$ cat src/rtl/board_scorer.sv
// Scans every gameboard RAM cell through the memorymux read port and tallies
// player-0, player-1 and empty cells, then publishes counts and game flags.
module board_scorer #(
    parameter int N_CELLS = 64,
    parameter int ADDR_W  = 7,
    parameter int CNT_W   = 7,
    parameter int RD_LAT  = 2
) (
    input  logic              clock,
    input  logic              reset,
    input  logic              start,
    input  logic [1:0]        data_in,
    output logic [ADDR_W-1:0] addr_out,
    output logic              wren_o,
    output logic              ctrl_mem,
    output logic              busy,
    output logic              done,
    output logic [CNT_W-1:0]  count_p0,
    output logic [CNT_W-1:0]  count_p1,
    output logic [CNT_W-1:0]  count_empty,
    output logic              board_full,
    output logic              game_over,
    output logic [1:0]        winner,
    output logic              err
);

    typedef enum logic [1:0] {IDLE, SCAN, DRAIN, FIN} state_t;

    state_t              state_q;
    logic [ADDR_W-1:0]   addr_q;
    logic [1:0]          drain_q;
    logic [RD_LAT-1:0]   vld_q;
    logic                ctrl_q, busy_q, done_q;
    logic [CNT_W-1:0]    acc_p0_q, acc_p1_q, acc_empty_q;
    logic [CNT_W-1:0]    acc_p0_d, acc_p1_d, acc_empty_d;
    logic                acc_err_q, acc_err_d;
    logic [CNT_W-1:0]    cnt_p0_q, cnt_p1_q, cnt_empty_q;
    logic                full_q, err_q;
    logic [1:0]          winner_q;
    logic                sample;

    // The oldest tap of the valid pipe lines up with the data of its address.
    assign sample = vld_q[RD_LAT-1];

    // NOTE: every always_comb output gets a default first so no latch is inferred.
    always_comb begin
        acc_p0_d    = acc_p0_q;
        acc_p1_d    = acc_p1_q;
        acc_empty_d = acc_empty_q;
        acc_err_d   = acc_err_q;
        if (sample) begin
            unique case (data_in)
                2'b00: acc_empty_d = acc_empty_q + CNT_W'(1);
                2'b01: acc_p0_d    = acc_p0_q + CNT_W'(1);
                2'b10: acc_p1_d    = acc_p1_q + CNT_W'(1);
                default: acc_err_d = 1'b1;
            endcase
        end
    end

    // NOTE: sequential state uses non-blocking assignments only, so every register
    // sees the values from before the edge regardless of statement order.
    always_ff @(posedge clock) begin
        if (reset) begin
            state_q     <= IDLE;
            addr_q      <= '0;
            drain_q     <= '0;
            vld_q       <= '0;
            ctrl_q      <= 1'b0;
            busy_q      <= 1'b0;
            done_q      <= 1'b0;
            acc_p0_q    <= '0;
            acc_p1_q    <= '0;
            acc_empty_q <= '0;
            acc_err_q   <= 1'b0;
            cnt_p0_q    <= '0;
            cnt_p1_q    <= '0;
            cnt_empty_q <= '0;
            full_q      <= 1'b0;
            err_q       <= 1'b0;
            winner_q    <= 2'b00;
        end else begin
            vld_q       <= (vld_q << 1) | RD_LAT'(state_q == SCAN);
            acc_p0_q    <= acc_p0_d;
            acc_p1_q    <= acc_p1_d;
            acc_empty_q <= acc_empty_d;
            acc_err_q   <= acc_err_d;
            done_q      <= 1'b0;
            unique case (state_q)
                IDLE: begin
                    if (start) begin
                        acc_p0_q    <= '0;
                        acc_p1_q    <= '0;
                        acc_empty_q <= '0;
                        acc_err_q   <= 1'b0;
                        addr_q      <= '0;
                        vld_q       <= '0;
                        ctrl_q      <= 1'b1;
                        busy_q      <= 1'b1;
                        state_q     <= SCAN;
                    end
                end
                SCAN: begin
                    if (addr_q == ADDR_W'(N_CELLS - 1)) begin
                        drain_q <= '0;
                        state_q <= DRAIN;
                    end else begin
                        addr_q <= addr_q + ADDR_W'(1);
                    end
                end
                DRAIN: begin
                    if (drain_q == 2'(RD_LAT - 1)) state_q <= FIN;
                    else                           drain_q <= drain_q + 2'd1;
                end
                FIN: begin
                    // Accumulators are complete here; publish them in one step.
                    cnt_p0_q    <= acc_p0_q;
                    cnt_p1_q    <= acc_p1_q;
                    cnt_empty_q <= acc_empty_q;
                    full_q      <= (acc_empty_q == '0);
                    err_q       <= acc_err_q;
                    winner_q    <= (acc_p0_q > acc_p1_q) ? 2'b01 :
                                   (acc_p1_q > acc_p0_q) ? 2'b10 : 2'b00;
                    done_q      <= 1'b1;
                    ctrl_q      <= 1'b0;
                    busy_q      <= 1'b0;
                    addr_q      <= '0;
                    state_q     <= IDLE;
                end
                default: state_q <= IDLE;
            endcase
        end
    end

    assign addr_out    = addr_q;
    assign wren_o      = 1'b0;
    assign ctrl_mem    = ctrl_q;
    assign busy        = busy_q;
    assign done        = done_q;
    assign count_p0    = cnt_p0_q;
    assign count_p1    = cnt_p1_q;
    assign count_empty = cnt_empty_q;
    assign board_full  = full_q;
    assign game_over   = full_q | (cnt_p0_q == '0) | (cnt_p1_q == '0);
    assign winner      = winner_q;
    assign err         = err_q;

endmodule

$ cat config.mk
export PLATFORM = sky130hd
export DESIGN_NAME = board_scorer
export DESIGN_NICKNAME = d
export VERILOG_FILES = /design/src/rtl/board_scorer.sv
export SDC_FILE = /design/constraint.sdc
export NUM_CORES = 1
export LEC_CHECK = 0
export ABC_AREA = 1
export CAP_MARGIN = 0
export CORE_UTILIZATION = 58
export DETAILED_ROUTE_END_ITERATION = 10
export MAX_ROUTING_LAYER = met4
export PLACE_DENSITY = 0.89
export SYNTH_ARGS = -nofsm -noshare
export SYNTH_HDL_FRONTEND = slang
export SYNTH_SLANG_ARGS = --single-unit
$ cat constraint.sdc
create_clock -name clock -period 2.05 [get_ports clock]
set_input_delay 0.3075 -clock clock [delete_from_list [all_inputs] [get_ports clock]]
set_output_delay 0.3075 -clock clock [all_outputs]
set_load 0.05 [all_outputs]
==> results.py <==
metrics = {
    "clock_tree": {
        "cts.path.max_buffers": 2,
        "postCtsHoldBufs": 0,
        "cts_tree": "yes",
        "cts.repair.resized": 0,
        "clk_latency_ns": 0.35,
        "postCtsSetupRepairBufs": 0,
        "clockRootBuffer": "clkbuf_8",
        "cts_htree_levels": 3,
        "cts_made_buffers": 9,
        "path_clk_slew_ns": 0.07,
        "cts.sinks": 62,
    },
    "critical_path": {
        "path_class": "reg -> out",
        "cp_slowest_stage_delay_ns": 0.84,
        "cp_max_fo": 6,
        "worst_setup_path_end_kind": "output pin",
        "crit_required_ns": 1.74,
        "cp.arrival_ns": 1.61,
        "slowest_stage": "clkdlybuf4s50_1",
        "crit_chain": "clkdlybuf4s50_1",
        "cp_top_family": "buffers and inverters",
        "path_buf_inv": 1,
        "start_kind": "register",
    },
    "timing": {
        "period_needed_ns": 1.91,
        "timing.hold.ws_ns": 0.436,
        "max_freq_mhz": 523,
        "fin_setup_tns_ns": 0,
        "finalHoldViolations": 0,
        "worst_pin_slew_ns": 0.510,
        "maxSlewViolCount": 0,
        "slew_headroom": 0.659,
        "setup_viol": 0,
        "fin_skew_ns": 0.00671,
        "min_period_over_period": 0.933,
        "rsz0062_at_grt": "no",
    },
    "route": {
        "vias": 2726,
        "final_antenna_net_count": 0,
        "drc_errors": 0,
        "drtIter0Drc": 249,
        "wl_per_cell_um": 13.4,
        "wl_mm": 6.64,
        "vias_per_cell": 5.52,
        "firstDrtPassIters": 5,
    },
    "layout": {
        "multi_input_area_um2": 1430,
        "final_cell_area_um2": 3560,
        "nets": 446,
        "ff_latch_area_um2": 1240,
        "finalNonFillerCells": 494,
        "final_common_cell": "dfxtp_1",
        "drive_gt1_frac": 0.0796,
        "layout_common_cells": "dfxtp_1, nand2_1, a21oi_1",
        "syn2layout_area_growth_pct": 22.5,
        "fill_cells": 371,
        "diodes": 0,
    },
    "placement": {
        "gp_congestion": 0.857,
        "dpl.hpwl_mm": 4.52,
        "io_buffers": 40,
        "place_area_um2": 3360,
        "post-place-cells": 478,
    },
    "run": {
        "cap_violations": 0,
    },
    "logic_synthesis": {
        "ys_seq_elements": 62,
        "yosysTopAreaCell": "dfxtp_1",
        "ys_types": 32,
        "ys_warn_count": 0,
        "synth_fp_nets": 402,
        "synthesis.area_um2": 2900,
        "synth_area_leaders": "dfxtp_1, a21oi_1, ha_1, nand2_1, o21ai_0",
        "yosysTopAreaCellShare": 0.428,
        "async_flop_share": 0,
        "synth_seq_area_share": 0.428,
        "synth-main-ff-cell": "dfxtp_1",
        "synth-edff-count": 0,
        "avgSynthCellArea_um2": 7.68,
        "syn_inst": 378,
    },
    "global_route": {
        "overflow": 0,
        "grt_antenna_before_repair": 0,
        "grt_pass1_vias": 2444,
        "grtUsageTotal": 0.288,
        "grt_pass1_wl_mm": 11.0,
        "grt_max_degree": 42,
    },
    "die": {
        "dieHeight_um": 72.7,
        "design.portCount": 42,
        "die_w_um": 72.7,
        "coreArea_um2": 4750,
        "floorplan.initialDensity": 0.611,
        "row_count": 25,
        "dieArea_um2": 5290,
    },
    "power_and_ir_drop": {
        "pwr_density_cell_nw_per_um2": 1090,
        "p_leak_nw": 1.44,
        "ir_worst_vdd_mv": 0.717,
        "total_power_w": 0.00386,
    },
    "worst_hold_path": {
        "min_path_type": "reg -> reg",
    },
    "run_status": {
        "status": "finished clean",
    },
}
-- path summary, 6_finish.rpt --
kind,slack (ns),depth (start not counted),from,to
worst max register to register,0.39,10,state_q[1],addr_out[3]
worst min-delay path,0.44,2,vld_q[0],vld_q[1]
worst max-delay path,0.14,1,addr_out[2],addr_out[2]
worst min register to register,0.44,2,vld_q[0],vld_q[1]
-- per-layer routing --
layer  share of wire  wire length (um)  vias up  GRT usage
met1            0.44              2920     1283      0.331
met5               0                 0        -          -
li1                -                 -     1348          -
met2            0.49              3240       79      0.458
met4           0.018               121        0      0.133
met3           0.053               352       16     0.0912
-- report_power, final --
group	internal, W	switching (W)
Combinational	0.000412	0.000910
Clock	0.000627	0.000475
Sequential	0.00134	0.0000974
Total	0.00238	0.00148
-- state kept, by name, indices dropped and copies added, names as in the netlist --
signal	flops
busy	1
winner	2
count_empty	7
acc_p0_q	7
vld_q	2
acc_err_q	1
board_full	1
count_p0	7
addr_out	7
state_q	2
err	1
acc_empty_q	7
drain_q	2
count_p1	7
acc_p1_q	7
done	1
-- cells in the mapped netlist, types with 2 or more instances --
cell and n:
dfxtp_1 62, nand2_1 60, a21oi_1 48, inv_1 44, nor2_1 35, o21ai_0 35, ha_1 19, nand3_1 19
nand4_1 10, clkbuf_1 6, nor2_2 6, nor3_1 4, nand2_2 3, nand3_4 3, a31oi_1 2, buf_4 2
nand3b_1 2, nor2_4 2, nor4_1 2, o21a_1 2
-- cell families (layout without fill, tap and decap cells) --
group	after synthesis	after routing	share of synthesized area
compound gates	89	89	0.157
simple gates	150	150	0.251
buf+inv	56	105	0.0784
fa+ha+maj	19	19	0.0819
flops	62	62	0.428
other cells	1	1	0.00129
xor+xnor	1	1	0.00302
-- final cells by class --
| class | instances | share of cell area |
|---|---|---|
| clock buffer | 13 | 0.0447 |
| inverter | 45 | 0.0475 |
| sequential | 62 | 0.349 |
| multi-input combinational | 260 | 0.403 |
| clock inverter | 3 | 0.0120 |
| timing repair buffer | 44 | 0.120 |
| tap | 67 | 0.0236 |
-- stage by stage --
stage	utilization	setup WS, ns
2_1_floorplan	-	0.375
3_3_place_gp	0.706	0.436
3_5_place_dp	0.706	0.377
4_1_cts	0.748	0.133
5_1_grt	0.748	0.0575
6_report	0.748	0.137
-- worst register-to-register path: cells and delay by family (launching register included) --
family	cells	cell delay, ns
DFF	1	0.40
adders and majority gates	1	0.23
buffers and inverters	2	0.18
and+or+nand+nor	7	0.73
No activity file was read; power rests on OpenSTA's default activity.
